<file path="src/rtl/uart_tx_framer.sv">
// UART transmit framer: serialises one start bit, NUM_DATA_BITS data bits
// (LSB first) and one stop bit onto a registered serial line.
//
// state | meaning
// IDLE  | line held at 1, waiting for an accepted tx_start
// START | start bit (0) on the line for one bit period
// DATA  | data bits shifted out LSB first, one per bit period
// STOP  | stop bit (1) on the line for one bit period, then tx_done
module uart_tx_framer #(
  parameter int NUM_DATA_BITS = 8,
  parameter int CLKS_PER_BIT  = 10
) (
  input  logic                     clk,
  input  logic                     n_rst,
  input  logic                     clear,
  input  logic                     tx_start,
  input  logic [NUM_DATA_BITS-1:0] tx_data,
  output logic                     tx_out,
  output logic                     tx_busy,
  output logic                     tx_done
);

  localparam int CNT_W = $clog2(CLKS_PER_BIT + 1);
  localparam int IDX_W = (NUM_DATA_BITS > 1) ? $clog2(NUM_DATA_BITS) : 1;

  localparam logic [CNT_W-1:0] CNT_ONE  = CNT_W'(1);
  localparam logic [CNT_W-1:0] CNT_LAST = CNT_W'(CLKS_PER_BIT);
  localparam logic [IDX_W-1:0] IDX_ONE  = IDX_W'(1);
  localparam logic [IDX_W-1:0] IDX_LAST = IDX_W'(NUM_DATA_BITS - 1);

  typedef enum logic [1:0] {
    IDLE  = 2'd0,
    START = 2'd1,
    DATA  = 2'd2,
    STOP  = 2'd3
  } state_t;

  state_t                   state, state_nxt;
  logic [CNT_W-1:0]         bit_cnt, cnt_nxt;
  logic [IDX_W-1:0]         bit_idx, idx_nxt;
  logic [NUM_DATA_BITS-1:0] shreg, shreg_nxt;
  logic                     out_nxt;
  logic                     busy_nxt;
  logic                     done_nxt;
  logic                     bit_end;

  // Next-state and next-output decode; every register is computed here so
  // tx_out, tx_busy and tx_done all come straight from flops.
  always_comb begin
    state_nxt = state;
    cnt_nxt   = bit_cnt;
    idx_nxt   = bit_idx;
    shreg_nxt = shreg;
    out_nxt   = tx_out;
    done_nxt  = 1'b0;
    bit_end   = (bit_cnt == CNT_LAST);

    if (clear) begin
      state_nxt = IDLE;
      cnt_nxt   = '0;
      idx_nxt   = '0;
      shreg_nxt = '0;
      out_nxt   = 1'b1;
    end else begin
      case (state)
        IDLE: begin
          out_nxt = 1'b1;
          if (tx_start) begin
            state_nxt = START;
            cnt_nxt   = CNT_ONE;
            idx_nxt   = '0;
            shreg_nxt = tx_data;
            out_nxt   = 1'b0;
          end
        end
        START: begin
          if (bit_end) begin
            state_nxt = DATA;
            cnt_nxt   = CNT_ONE;
            out_nxt   = shreg[0];
            shreg_nxt = shreg >> 1;
          end else begin
            cnt_nxt = bit_cnt + CNT_ONE;
          end
        end
        DATA: begin
          if (bit_end) begin
            cnt_nxt = CNT_ONE;
            if (bit_idx == IDX_LAST) begin
              state_nxt = STOP;
              idx_nxt   = '0;
              out_nxt   = 1'b1;
            end else begin
              idx_nxt   = bit_idx + IDX_ONE;
              out_nxt   = shreg[0];
              shreg_nxt = shreg >> 1;
            end
          end else begin
            cnt_nxt = bit_cnt + CNT_ONE;
          end
        end
        STOP: begin
          if (bit_end) begin
            state_nxt = IDLE;
            cnt_nxt   = '0;
            idx_nxt   = '0;
            shreg_nxt = '0;
            out_nxt   = 1'b1;
            done_nxt  = 1'b1;
          end else begin
            cnt_nxt = bit_cnt + CNT_ONE;
          end
        end
        default: begin
          state_nxt = IDLE;
          cnt_nxt   = '0;
          idx_nxt   = '0;
          shreg_nxt = '0;
          out_nxt   = 1'b1;
        end
      endcase
    end

    busy_nxt = (state_nxt != IDLE);
  end

  // State and datapath registers; reset aborts any frame immediately.
  always_ff @(posedge clk or negedge n_rst) begin
    if (!n_rst) begin
      state   <= IDLE;
      bit_cnt <= '0;
      bit_idx <= '0;
      shreg   <= '0;
      tx_out  <= 1'b1;
      tx_busy <= 1'b0;
      tx_done <= 1'b0;
    end else begin
      state   <= state_nxt;
      bit_cnt <= cnt_nxt;
      bit_idx <= idx_nxt;
      shreg   <= shreg_nxt;
      tx_out  <= out_nxt;
      tx_busy <= busy_nxt;
      tx_done <= done_nxt;
    end
  end

endmodule

</file>
<file path="config.mk">
export PLATFORM = sky130hd
export DESIGN_NAME = uart_tx_framer
export DESIGN_NICKNAME = d
export VERILOG_FILES = /design/src/rtl/uart_tx_framer.sv
export SDC_FILE = /design/constraint.sdc
export NUM_CORES = 1
export LEC_CHECK = 0
export BUFFER_PORTS_ARGS = -buffer_cell sky130_fd_sc_hd__buf_4
export CORE_MARGIN = 2
export CORE_UTILIZATION = 55
export CTS_CLUSTER_DIAMETER = 200
export CTS_CLUSTER_SIZE = 14
export DETAILED_ROUTE_END_ITERATION = 10
export HOLD_SLACK_MARGIN = 0.02
export PLACE_DENSITY = 0.78
export SLEW_MARGIN = 15
export SYNTH_ARGS = -nofsm -noshare
export SYNTH_HDL_FRONTEND = slang
export SYNTH_SLANG_ARGS = --single-unit
</file>
<file path="constraint.sdc">
create_clock -name clk -period 2.3 [get_ports clk]
set_input_delay 0.23 -clock clk [delete_from_list [all_inputs] [get_ports clk]]
set_output_delay 0.23 -clock clk [all_outputs]
set_load 0.05 [all_outputs]
</file>
==> metrics <==
CP delay by family, top simple AND/OR/NAND/NOR gates; FF-to-FF Start bit_cnt[0]; synthesized area between 1000 and 1500 um^2; fin. max-slew vios 0; Peak VDD IR approximately 340 uV; Syn Inst Count between 100 and 150; Slew HR 65.5%; grt ovf 0; HPWL after DPL 1600 um; wire per inst about 14 um; core area roughly 2100 um^2; pwr dens between 500 and 600 nW/um^2; GP Congestion around 0.84; CTS H-tree lvls 1; I/O Buffers 14; crit start category flip-flop; worst r2r path cells 6; nets@finish around 150; fmax between 400 and 500 MHz; post-route DRC violation count 0; Yosys warnings 0; CTS Root Buffer Type clkbuf_4; Worst-path clk slew 0.11 ns; post-route ant nets 0; diode count 0; Worst EP required about 2.5 ns; Worst-Margin Slew 0.517 ns; initial antenna violation count 0; routed vias/inst between 5 and 6; Seq/Total Area, Yosys between 40% and 50%; Max clock buf depth 2; initial core utilization 57.1%; EDFF count, synth 0; drt first-iter violations 4; #FFs+latches synth 20; GR Util All Layers around a fifth; Worst path depth 6; vias 915; clock sinks 20; Placed Instance Area between 1000 and 1500 um^2; setup repair bufs after CTS 0; crit path max fanout 11; syn_area_per_cell 10.4 um^2; Pre-antenna DRT Iters 4; Synth area leaders dfrtp_1 39%, mux2_4 8.6%, ha_1 8.2%; status complete, no violations; Hold Crit Class input pin to flip-flop; Inserted Clock Buffers 3; routed wire length roughly 2200 um; CP endpoint tx_busy; first-pass GRT wire length approximately 3900 um; Cell variety after synth 40; die area approximately 2600 um^2; Area Growth Syn to Fin 14.1%; endpoints failing setup 0; Filler Cell Count between 150 and 200; post-route clock period utilization between 80% and 90%; largest net degree at the start of global routing 21; CP startpoint bit_cnt[0]; CP Buf/Inv Count 1; Crit path arrival time about 2.2 ns; post-route cell area 1400 um^2; # rows 17; Mapped Nets between 100 and 150; R2R Setup Slk between 0.2 and 0.3 ns; number of global-route vias before repair 872; area leader, netlist dfrtp_1; cts repair resizes 0; RSZ-0062 raised after global routing no; Synth async-reset ratio 100%; Worst-Skew Late Latency roughly 0.31 ns; Crit-path slowest cell dfrtp_1; top_reg_cell synth dfrtp_1; hold_buf cts 1; I/O Pins 15; R2R Path End tx_busy; Final Hold Viols 0; Final Critical Period 2.02 ns; final setup TNS 0 ns; Max stage delay on crit path about 0.44 ns; most common cell in the synthesized netlist dfrtp_1; Setup CP Type flip-flop to flip-flop; CTS tree built; Synth top cells by count 19 x dfrtp_1, 18 x nor2_1, 8 x ha_1, 7 x a22oi_1, 7 x mux2_4; cell leakage power between 0.0006 and 0.0007 uW; clk_skew 0.00234 ns; Die Wd around 51 um; layout cells sized above 1 between 20% and 30%; post-synth top area share 38.8%; Die Y around 51 um; Max Cap Violations 0; Setup crit end kind flip-flop; crit-path cells inv_1 -> ha_1 -> nand3b_1 -> and2_2 -> o41a_1 -> or2_1
area by class of cell:
| cell class | count | area (um^2) | area share [%] |
|---|---|---|---|
| clock buffers | 4 | 36.3 | 2.59 |
| repair buffers | 17 | 130 | 9.30 |
| inverters | 3 | 11.3 | 0.805 |
| flip-flops and latches | 20 | 502 | 35.9 |
| multi-input cells | 88 | 684 | 48.9 |
| well taps | 28 | 35.0 | 2.50 |
metrics by stage:
step	instances	power (uW)	hold slack [ns]	setup WS [ns]	utilization [%]
final	160	749	0.237	0.278	65.1
after global routing	160	785	0.262	0.158	65.1
after CTS	160	761	0.228	0.264	65.1
after detailed placement	155	545	0.124	0.291	63.0
after global placement	155	542	0.119	0.329	63.0
after floorplan	118	499	-0.0656	0.373	-
registers in the layout (all words and copies together) (netlist names):
register / cells
shreg: 8
bit_cnt: 4
bit_idx: 3
state: 2
tx_busy: 1
tx_done: 1
tx_out: 1
routing by layer:
layer	vias to the layer above	wire length [um]	track usage [%]
met5	-	0	0
li1	451	-	-
met3	5	52	2.63
met4	0	46	12.3
met1	448	1050	25.8
met2	11	1100	31.8
cell families after synthesis:
kind of cell | share of synthesized area [%]
AND/OR/NAND/NOR | 19.3
AO/OA/AOI/OAI | 16.5
flip-flops | 40.9
multiplexers | 11.8
buffers and inverters | 3.27
adder cells (fa/ha/maj) | 8.16
worst min path at each step:
stage               startpoint         end  cells after the start
floorplan                n_rst  bit_cnt[0]                      0
global placement         n_rst     tx_busy                      1
detailed placement       n_rst    state[0]                      1
CTS                   tx_start      tx_out                      4
global route          tx_start      tx_out                      4
finish                tx_start      tx_out                      4
cells in the final DEF (no fill, tap or decap), types with 4 or more instances in the layout:
cell type  synthesis  layout
dfrtp_1           19      19
mux2i_1            4       4
nor2_1            18      18
mux2_4             7       7
ha_1               8       8
nand2_1            6       6
a22oi_1            7       7
buf_4              0      16
worst reg2reg max path, cell delays in order (launching register included):
cell      delay [ns]
dfrtp_1         0.44
inv_1           0.07
ha_1            0.14
nand3b_1        0.34
and2_2          0.37
o41a_1          0.34
or2_1           0.21
power by group:
group	internal, uW	leakage (uW)	switching, uW
clock network	96.8	0.0000210	114
logic	73.8	0.000378	78.0
registers	373	0.000266	14.2
total	544	0.000665	206
Note: power is estimated with default switching activity, not from simulation.
